--- src/rtl/fetch_prefetch_queue.sv ---
// Fetch stage with a DEPTH-entry prefetch queue between instruction memory and decode.
// Redirects flush the queue, drop any in-flight response and advance the redirect tag.
module fetch_prefetch_queue #(
    parameter logic [31:0] START_ADDRESS = 32'h0000_0000,
    parameter int          DEPTH         = 4,
    parameter int          TAG_WIDTH     = 3
) (
    input  logic                 clk,
    input  logic                 sys_reset,
    input  logic                 machine_return_i,
    input  logic [31:0]          mepc_i,
    input  logic                 exception_raised_i,
    input  logic                 interrupt_ack_i,
    input  logic [31:0]          mtvec_i,
    input  logic                 jump_i,
    input  logic [31:0]          jump_target_i,
    output logic                 instr_req_o,
    output logic [31:0]          instruction_address_o,
    input  logic                 instr_gnt_i,
    input  logic [31:0]          instr_data_i,
    output logic                 valid_o,
    input  logic                 ready_i,
    output logic [31:0]          instruction_o,
    output logic [31:0]          pc_o,
    output logic [TAG_WIDTH-1:0] tag_o,
    output logic                 jumped_o,
    output logic                 jump_misaligned_o
);
    localparam int PW = $clog2(DEPTH);
    localparam int CW = PW + 1;
    localparam logic [CW:0] DEPTH_C = (CW + 1)'(DEPTH);

    // Queue storage: data only, never reset
    logic [31:0]          ins_mem   [DEPTH];
    logic [31:0]          pc_mem    [DEPTH];
    logic [TAG_WIDTH-1:0] tag_mem   [DEPTH];
    logic                 first_mem [DEPTH];
    logic                 misal_mem [DEPTH];

    logic [31:0]          pc_q, pc_d;
    logic [TAG_WIDTH-1:0] tag_q, tag_d;
    logic [CW-1:0]        count_q, count_d;
    logic [PW-1:0]        wr_q, wr_d, rd_q, rd_d;
    logic                 inflight_q, inflight_d;
    logic                 first_q, first_d;
    logic                 misal_q, misal_d;

    logic [31:0]          lat_pc_q;
    logic [TAG_WIDTH-1:0] lat_tag_q;
    logic                 lat_first_q, lat_misal_q;

    logic        redirect, pop, push, grant;
    logic [31:0] target;
    logic [CW:0] occupancy;

    assign redirect = machine_return_i | exception_raised_i | interrupt_ack_i | jump_i;

    always_comb begin
        target = jump_target_i;
        if (exception_raised_i || interrupt_ack_i) target = mtvec_i;
        if (machine_return_i) target = mepc_i;
    end

    assign valid_o   = (count_q != '0);
    assign pop       = valid_o & ready_i;
    assign push      = inflight_q & ~redirect;
    // Slots already promised to queued entries plus the outstanding response
    assign occupancy = {1'b0, count_q} + {{CW{1'b0}}, inflight_q} - {{CW{1'b0}}, pop};

    assign instr_req_o           = !redirect && !sys_reset && (occupancy < DEPTH_C);
    assign instruction_address_o = pc_q;
    assign grant                 = instr_req_o & instr_gnt_i;

    always_comb begin
        pc_d       = pc_q;
        tag_d      = tag_q;
        count_d    = count_q;
        wr_d       = wr_q;
        rd_d       = rd_q;
        inflight_d = 1'b0;
        first_d    = first_q;
        misal_d    = misal_q;
        if (redirect) begin
            pc_d    = {target[31:2], 2'b00};
            tag_d   = tag_q + 1'b1;
            count_d = '0;
            wr_d    = '0;
            rd_d    = '0;
            first_d = 1'b1;
            misal_d = (target[1:0] != 2'b00);
        end else begin
            if (grant) begin
                pc_d       = pc_q + 32'd4;
                inflight_d = 1'b1;
                first_d    = 1'b0;
                misal_d    = 1'b0;
            end
            if (push) wr_d = wr_q + PW'(1);
            if (pop)  rd_d = rd_q + PW'(1);
            count_d = count_q + {{PW{1'b0}}, push} - {{PW{1'b0}}, pop};
        end
    end

    always_ff @(posedge clk) begin
        if (sys_reset) begin
            pc_q       <= START_ADDRESS;
            tag_q      <= '0;
            count_q    <= '0;
            wr_q       <= '0;
            rd_q       <= '0;
            inflight_q <= 1'b0;
            first_q    <= 1'b1;
            misal_q    <= 1'b0;
        end else begin
            pc_q       <= pc_d;
            tag_q      <= tag_d;
            count_q    <= count_d;
            wr_q       <= wr_d;
            rd_q       <= rd_d;
            inflight_q <= inflight_d;
            first_q    <= first_d;
            misal_q    <= misal_d;
        end
    end

    // Attributes of the granted fetch, paired with its data one cycle later
    always_ff @(posedge clk) begin
        if (grant) begin
            lat_pc_q    <= pc_q;
            lat_tag_q   <= tag_q;
            lat_first_q <= first_q;
            lat_misal_q <= misal_q;
        end
    end

    always_ff @(posedge clk) begin
        if (push) begin
            ins_mem[wr_q]   <= instr_data_i;
            pc_mem[wr_q]    <= lat_pc_q;
            tag_mem[wr_q]   <= lat_tag_q;
            first_mem[wr_q] <= lat_first_q;
            misal_mem[wr_q] <= lat_misal_q;
        end
    end

    assign instruction_o     = valid_o ? ins_mem[rd_q]   : 32'd0;
    assign pc_o              = valid_o ? pc_mem[rd_q]    : 32'd0;
    assign tag_o             = valid_o ? tag_mem[rd_q]   : '0;
    assign jumped_o          = valid_o ? first_mem[rd_q] : 1'b0;
    assign jump_misaligned_o = valid_o ? misal_mem[rd_q] : 1'b0;
endmodule

--- config.mk ---
export PLATFORM = sky130hd
export DESIGN_NAME = fetch_prefetch_queue
export DESIGN_NICKNAME = d
export VERILOG_FILES = /design/src/rtl/fetch_prefetch_queue.sv
export SDC_FILE = /design/constraint.sdc
export NUM_CORES = 1
export LEC_CHECK = 0
export BUFFER_PORTS_ARGS = -buffer_cell sky130_fd_sc_hd__buf_4
export CORE_ASPECT_RATIO = 0.9
export CORE_UTILIZATION = 52
export CTS_BUF_LIST = sky130_fd_sc_hd__clkbuf_4 sky130_fd_sc_hd__clkbuf_8 sky130_fd_sc_hd__clkbuf_16
export DETAILED_ROUTE_END_ITERATION = 10
export PLACE_DENSITY = 0.7
export SETUP_SLACK_MARGIN = 0.5
export SYNTH_ARGS = -nofsm -noshare
export SYNTH_HDL_FRONTEND = slang
export SYNTH_SLANG_ARGS = --single-unit
--- constraint.sdc ---
create_clock -name clk -period 4 [get_ports clk]
set_input_delay 0.4 -clock clk [delete_from_list [all_inputs] [get_ports clk]]
set_output_delay 0.4 -clock clk [all_outputs]
set_load 0.1 [all_outputs]
==> impl_metrics.ini, run 1 <==
[global_routing]
groute.usage.overall_pct = 22.64
grt_pass1_vias = 8707
global_route_wire_length_before_repair_mm = 49.08
number_of_antenna_violations_at_the_first_check_in_global_routing = 0
grt_start_max_net_pins = 70
total_congestion_overflow_after_global_routing = 0

[finish]
area_taken_by_flip_flops_and_latches_um2 = 10010
nNetsFinal = 1294
multiInputGateArea_um2 = 4247
num_antenna_cells = 0
non_filler_cell_area_final_um2 = 17950
layout_common_cells = 303 x edfxtp_1, 251 x buf_4, 72 x and2_1, 67 x mux4_2, 49 x nand2_1
area_growth_syn_to_layout_pct = 23.23
share_of_post_route_cells_with_drive_strength_above_1_pct = 35.32
finish.cell_count_without_fillers = 1529
layout.filler_cells = 1981
layout_commonest_cell = edfxtp_1

[worst_setup_path]
critPathTopFamily = simple AND/OR/NAND/NOR gates
crit_type = flip-flop to primary output
worst_r2r_endpoint = lat_first_q
cp_slowest_stage_delay_ps = 490
buffers_inverters_on_critical_path = 1
cpMaxStageDelayCell = or3_2
r2r_setup_slack_ps = 790
crit_path_max_fanout = 4
cp.required_ps = 3600
ff2ff_path_depth = 9
critPathArrivalTime_ps = 2980
start_kind = flip-flop
cp_cell_instances = or3_2, nand2_1, or2_2, ha_1, and2_1, a2111oi_4, nor2_1, nor2_2, buf_6
cp-end-kind = primary output
path_depth = 9
r2r-start = count_q[0]

[floorplanning]
placement_rows = 57
dieHeight_um = 160.8
overall_die_width_um = 178.4
core-area_um2 = 27240
initial_utilization_pct = 53.48
dieArea_um2 = 28690
boundaryPins = 239

[status]
run_status = completed

[cts]
cts_inserted_buffers = 36
cts_htree_levels = 2
cts.reportedPaths.clkPinSlew_ps = 60
postCtsSetupRepairBufs = 0
clkLatencyLatePin_ps = 510
clockRootBuffer = clkbuf_16
cts_tree = built
clock_tree_buffer_depth = 3
cts.sink_count = 348
cts_hold_repair.buffers = 0

[drt]
wl_per_cell_um = 20.97
vias_post_dr = 8842
detail_route.vias_per_cell = 5.783
drt-initial-drc-count = 672
drc = 0
ant_nets = 0
routed_wirelength_mm = 32.06
first_pass_iters = 7

[yosys]
syn-mean-instance-area_um2 = 15.87
synth_async_sr_flop_share_pct = 0
synth_edf_count = 303
syn_area_um2 = 14570
netlist.top_cell.by_area = edfxtp_1
synth_top_area_share_pct = 62.45
synth-warning-count = 0
synthTopCellsByArea = edfxtp_1 62%, mux4_2 10%, dfxtp_1 6.2%
dominant_synthesized_flop_cell = edfxtp_1
syn_inst = 918
synth_cell_types = 70
synth-seq-area-share_pct = 68.63
synth.ff_latch_count = 348

[sta]
min_clock_period_post_route_ps = 3375
max_freq_ghz = 0.2963
max-slew-margin-rel_pct = 31.15
setup_viol_count_final = 0
layout_worst_path_cycle_share_pct = 84.38
fin_tns_setup_ps = 0
finalClockSkew_ps = 12.02
slew_violations = 0
rsz_0062_raised_after_global_routing = false
timing.final.hold_violations = 0
worst-slew-pin-transition_ps = 1033

[job]
maxCapViolations = 0

[placed_design]
detailedPlacementHpwl_mm = 20.89
dp.cells = 1464
place_congestion = 0.8631
port_buffers = 234
placedInstanceArea_um2 = 16730

[power_and_ir_drop]
static-leakage-power_uw = 0.006389
max-vdd-ir-drop_v = 0.0002699
p_per_area_nw_per_um2 = 440.4

[hold_path]
timing.hold.worst_path_depth = 1
min_from = instr_data_i[1]
holdPathEnd = ins_mem[1][1]
hold_wc_path_type = primary input to flip-flop
[cell usage after synthesis (all sizes together), types with 3 or more instances]
library cell and n:
dfxtp 45, nor2 30, o311ai 5, mux2i 3, or4 4, nor3 11
nor4 8, a221oi 4, o31ai 9, and2 72, a211oi 4, nand3 27
a41o 3, mux4 67, or4b 4, nand2b 5, nand2 49, xor2 4
o221ai 5, o21ai 26, a22oi 3, clkbuf 37, inv 17, o221a 5
or2 5, ha 9, edfxtp 303, buf 30, a21o 3, xnor2 4
and4 4, a31oi 8, a21oi 42, and3 18, a41oi 3, nand4 6
o21a 3, a311oi 6
[metal layers]
layer / part of all wire (%) / track usage (%) / vias to the layer above
met5: 0 / 0 / -
met4: 2.3 / 6.240 / 0
met3: 7.8 / 4.545 / 56
met2: 47 / 35.45 / 364
met1: 43 / 32.46 / 4332
li1: - / - / 4090
[report_power, final]
part	internal [uW]	switching [uW]
Sequential	3950	55.5
Combinational	175	336
Clock	2090	1300
Total	6220	1690
[area by class of cell]
cell class	instances	area share [%]
sequential	348	55.74
multi-input combinational	489	23.65
timing repair buffer	256	11.00
clock buffer	46	5.533
tap	354	2.467
clock inverter	19	1.254
inverter	17	0.3554
[worst max-delay path by stage]
stage                        from            to  slack (ps)
2_1_floorplan  exception_raised_i  first_mem[0]         630
3_3_place_gp           count_q[0]  lat_tag_q[0]         830
3_5_place_dp           count_q[0]  lat_tag_q[2]         810
4_1_cts                count_q[0]   instr_req_o         530
5_1_grt                count_q[0]   instr_req_o         510
6_report               count_q[0]   instr_req_o         620
[registers in the layout, indices dropped and copies added, names as in the netlist, named ones only]
register,flops
lat_first_q,1
lat_tag_q,3
first_q,1
misal_q,1
ins_mem,128
lat_pc_q,30
instruction_address_o,30
wr_q,2
count_q,3
pc_mem,120
tag_mem,12
lat_misal_q,1
first_mem,4
inflight_q,1
misal_mem,4
tag_q,3
rd_q,2
[what timing repair did]
action	in CTS	in global routing
gates resized for setup	0	1
hold endpoints to repair	0	0
setup endpoints to repair	0	1
[logic make-up after synthesis]
group	share of synthesized area, %
AOI/OAI and AO/OA	7.317
xor gates and xnor gates	0.4808
adders and majority gates	0.9103
buffers and inverters	2.507
DFF	68.63
muxes	10.56
other	0.02574
and+or+nand+nor	9.566
[through the flow]
stage                     power (uW)  utilization [%]  setup WS [ps]  hold WS [ps]
after floorplan                 4380                -          625.4         407.9
after global placement          4586            61.42          829.5         446.4
after detailed placement        4593            61.42          808.2         454.6
after CTS                       7968            65.89          528.7         68.32
after global routing            8145            65.90          505.4         72.47
final                           7908            65.90          624.7         87.12
(Power assumes the default switching activity.)
==> inputs of run 2 (changes only) <==
==> constraint.sdc (replaced) <==
create_clock -name clk -period 3.3 [get_ports clk]
set_input_delay 0.33 -clock clk [delete_from_list [all_inputs] [get_ports clk]]
set_output_delay 0.33 -clock clk [all_outputs]
set_load 0.1 [all_outputs]
==> impl_metrics.ini, run 2 (synthesis results as in run 1) <==
[status]
run_status = completed

[sta]
final_critical_path_setup_slack_ps = 461.0
rsz_0062_raised_after_global_routing = true
slew_violations = 0
min_clock_period_post_route_ps = 2839
timing.final.hold_violations = 0
layout_worst_path_cycle_share_pct = 86.03
finalClockSkew_ps = 19.13
max-slew-margin-rel_pct = 56.08
worst-slew-pin-transition_ps = 658.8
fin_tns_setup_ps = 0
setup_viol_count_final = 0
max_freq_ghz = 0.3522

[drt]
vias_post_dr = 8939
wl_per_cell_um = 21.00
routed_wirelength_mm = 32.45
drt-initial-drc-count = 565
drc = 0
ant_nets = 0
first_pass_iters = 6
detail_route.vias_per_cell = 5.786

[global_routing]
number_of_antenna_violations_at_the_first_check_in_global_routing = 0
global_route_wire_length_before_repair_mm = 50.32
total_congestion_overflow_after_global_routing = 0
grt_pass1_vias = 9115
groute.usage.overall_pct = 23.04
grt_start_max_net_pins = 70

[cts]
clockRootBuffer = clkbuf_16
cts_tree = built
cts_hold_repair.buffers = 0
cts_inserted_buffers = 36
cts.reportedPaths.clkPinSlew_ps = 60
cts.sink_count = 348
cts_htree_levels = 2
clock_tree_buffer_depth = 3
clkLatencyLatePin_ps = 500

[worst_setup_path]
crit_path_max_fanout = 2
cp-end-kind = primary output
crit_type = flip-flop to primary output
r2r_setup_slack_ps = 500
critPathArrivalTime_ps = 2510
r2r-start = count_q[2]
start_kind = flip-flop
cp.required_ps = 2970
worst_setup_path_startpoint = count_q[2]
cp_cell_instances = or3_4, nand2_4, or2_4, ha_4, and2_4, a2111oi_4, nor2_2, nor2_4, buf_12
cpMaxStageDelayCell = or3_4
cp_slowest_stage_delay_ps = 400

[hold_path]
min_from = instr_data_i[0]
hold_wc_path_type = primary input to flip-flop

[placed_design]
place_congestion = 0.8740
port_buffers = 234
dp_slack_ps = 142.1
detailedPlacementHpwl_mm = 21.55

[floorplanning]
initial_utilization_pct = 53.48
dieHeight_um = 160.8
boundaryPins = 239
placement_rows = 57
core-area_um2 = 27240
dieArea_um2 = 28690
overall_die_width_um = 178.4

[finish]
area_taken_by_flip_flops_and_latches_um2 = 10010
layout.filler_cells = 1949
share_of_post_route_cells_with_drive_strength_above_1_pct = 36.94
nNetsFinal = 1311
multiInputGateArea_um2 = 4297
layout_common_cells = 303 x edfxtp_1, 262 x buf_4, 71 x and2_1, 67 x mux4_2, 47 x nand2_1
area_growth_syn_to_layout_pct = 24.72
biggest_register = ins_mem
layout_commonest_cell = edfxtp_1
num_antenna_cells = 0
largest_register_ff_count = 128
biggestRegsByFlops = ins_mem: 128 flops, pc_mem: 120 flops

[power_and_ir_drop]
p_per_area_nw_per_um2 = 520.0
max-vdd-ir-drop_v = 0.0003262
static-leakage-power_uw = 0.006482

[job]
maxCapViolations = 0
-- run 2: cell count changes in the layout (fill, tap and decap cells not counted), moves of 4 or more --
cell,delta
buf_12,+5
buf_4,+11
clkbuf_4,-6
clkbuf_8,+4
dfxtp_1,-4
dfxtp_2,+4
-- run 2: routing by layer --
layer / track usage [%] / vias up / part of all wire [%]
met5: 0 / - / 0
met4: 7.357 / 0 / 2.6
met3: 5.492 / 61 / 8.2
met2: 37.10 / 377 / 48
met1: 30.99 / 4391 / 42
li1: - / 4110 / -
-- run 2: layout make-up --
type                       instances  share of cell area, %
timing repair buffer             273                  11.96
tap                              354                  2.437
clock buffer                      44                  5.522
sequential                       348                  55.10
clock inverter                    20                 0.9915
multi-input combinational        489                  23.64
inverter                          17                 0.3511
-- run 2: metrics by stage --
stage	area, um^2	instances	total power, uW	util [%]	hold WS [ps]
3_3_place_gp	16820	1471	5561	61.76	419.2
4_1_cts	18100	1541	9525	66.46	6.008
5_1_grt	18170	1545	9748	66.70	7.498
6_report	18170	1545	9449	66.70	29.80
3_5_place_dp	16820	1471	5571	61.76	427.5
2_1_floorplan	14600	921	5310	-	407.9
-- run 2: path summary, 6_finish.rpt --
kind | depth (start not counted) | endpoint
min reg2reg | 0 | lat_misal_q
max | 9 | instr_req_o
max reg2reg | 13 | instruction_address_o[7]
min | 1 | ins_mem[1][0]
-- run 2: worst max-delay path: cells and delay by family (launching register included) --
kind            cells  cell delay [ps]
fa+ha+maj           1              180
buf+inv             1              200
simple gates        6              980
flops               1              320
compound gates      1              320
-- run 2: report_power, final --
group	switching (uW)	internal [uW]
Clock	1570	2400
Sequential	66.1	4790
Combinational	410	217
Total	2050	7400
-- run 2: repair_timing --
item                       CTS  global route
buffers inserted             6             4
resized for setup           13            10
setup endpoints to repair   66            28
pin swaps                    7             3
hold endpoints to repair     0             0
==> inputs of run 3 (changes only) <==
==> constraint.sdc (replaced) <==
create_clock -name clk -period 2.95 [get_ports clk]
set_input_delay 0.295 -clock clk [delete_from_list [all_inputs] [get_ports clk]]
set_output_delay 0.295 -clock clk [all_outputs]
set_load 0.1 [all_outputs]
==> impl_metrics.ini, run 3 (synthesis results as in run 1) <==
[hold_path]
min_from = mepc_i[8]
timing.hold.worst_path_depth = 3
hold_wc_path_type = primary input to flip-flop
holdPathEnd = instruction_address_o[8]

[global_routing]
grt_pass1_vias = 9669
groute.usage.overall_pct = 24.83
global_route_wire_length_before_repair_mm = 53.64
grt_start_max_net_pins = 70
total_congestion_overflow_after_global_routing = 0
number_of_antenna_violations_at_the_first_check_in_global_routing = 0

[cts]
cts_tree = built
clkLatencyLatePin_ps = 520
cts_htree_levels = 2
cts_inserted_buffers = 36
cts.sink_count = 348
clockRootBuffer = clkbuf_16
clock_tree_buffer_depth = 3
cts.reportedPaths.clkPinSlew_ps = 60

[drt]
wl_per_cell_um = 21.90
routed_wirelength_mm = 35.27
drt-initial-drc-count = 656
detail_route.vias_per_cell = 5.816
vias_post_dr = 9370
drc = 0
ant_nets = 0
first_pass_iters = 5

[finish]
largest_register_ff_count = 128
area_growth_syn_to_layout_pct = 33.07
num_antenna_cells = 0
layout.core_utilization_pct = 71.17
nNetsFinal = 1376
finish.cell_count_without_fillers = 1611
biggest_register = ins_mem
layout_commonest_cell = edfxtp_1
layout_common_cells = 303 x edfxtp_1, 260 x buf_4, 71 x and2_1, 67 x mux4_2, 45 x nand2_1
biggestRegsByFlops = ins_mem: 128 flops, pc_mem: 120 flops
share_of_post_route_cells_with_drive_strength_above_1_pct = 42.40

[sta]
max_freq_ghz = 0.3518
max-slew-margin-rel_pct = 53.30
setup_viol_count_final = 0
worst-slew-pin-transition_ps = 700.5
layout_worst_path_cycle_share_pct = 96.35
fin_tns_setup_ps = 0
holdWs_ps = 73.47
min_clock_period_post_route_ps = 2842
rsz_0062_raised_after_global_routing = true
slew_violations = 0
finalClockSkew_ps = 20.49
timing.final.hold_violations = 0
final_critical_path_setup_slack_ps = 107.6

[floorplanning]
dieArea_um2 = 28690
placement_rows = 57
core-area_um2 = 27240
overall_die_width_um = 178.4
initial_utilization_pct = 53.48
dieHeight_um = 160.8
boundaryPins = 239

[placed_design]
dp.cells = 1476
place_congestion = 0.8859
port_buffers = 234
detailedPlacementHpwl_mm = 21.74
dp_slack_ps = 100.8

[worst_setup_path]
worst_r2r_endpoint = lat_pc_q[20]
cp-end-kind = primary output
crit_type = flip-flop to primary output
crit_path_max_fanout = 2
r2r_setup_slack_ps = 190
critPathArrivalTime_ps = 2550
cp.required_ps = 2650
r2r-start = count_q[0]
start_kind = flip-flop
ff2ff_path_depth = 13

[status]
run_status = completed

[power_and_ir_drop]
p_per_area_nw_per_um2 = 544.0
max-vdd-ir-drop_v = 0.0003639
static-leakage-power_uw = 0.006923

[job]
maxCapViolations = 0
==> run 3: where the power goes <==
group / internal [uW] / switching, uW
clock network: 2570 / 1740
registers: 5360 / 84.0
logic: 297 / 494
total: 8230 / 2320
==> run 3: final cells by class <==
type,count,area (um^2)
fill,1795,7855
clock buffer,53,1052
sequential,348,10040
clock inverter,12,85.08
timing repair buffer,338,3079
tap,354,442.9
inverter,17,66.31
multi-input combinational,489,4626
==> run 3: timing repair <==
action / in CTS / in global routing
hold buffers: 32 / 0
resized for setup: 55 / 32
cloned: 8 / 0
pin swaps: 19 / 12
buffers inserted: 27 / 3
hold endpoints to repair: 128 / 0
endpoints found under the setup margin: 134 / 136
==> run 3: worst max-delay path: stages, from the launching register on <==
cell and delay, ps:
dfxtp_2 320, or3_4 400, nand2_4 80, or2_4 110, ha_4 180, and2_4 140, a2111oi_4 330, nor2_2 110
nor2_4 160, buf_12 190
==> run 3: how the worst max path moves through the flow <==
stage,startpoint,endpoint,slack [ps],cells past startpoint
floorplan,count_q[1],instr_req_o,290,9
global placement,count_q[1],instruction_address_o[31],150,10
detailed placement,count_q[1],instruction_address_o[7],100,11
CTS,count_q[0],instr_req_o,110,9
global route,count_q[0],instr_req_o,20,9
finish,count_q[0],instr_req_o,110,9
==> run 3: routing by layer <==
| metal | up-vias | share of wire, % | GRT usage (%) |
|---|---|---|---|
| li1 | 4251 | - | - |
| met4 | 0 | 2.4 | 8.783 |
| met2 | 398 | 49 | 40.05 |
| met3 | 58 | 6.9 | 5.303 |
| met1 | 4663 | 42 | 33.42 |
| met5 | - | 0 | 0 |
==> run 3: stage by stage <==
step	area (um^2)	total power [uW]
detailed placement	17050	6247
finish	19390	10550
CTS	19180	10590
global placement	17050	6239
global route	19390	10860
floorplan	14760	5954
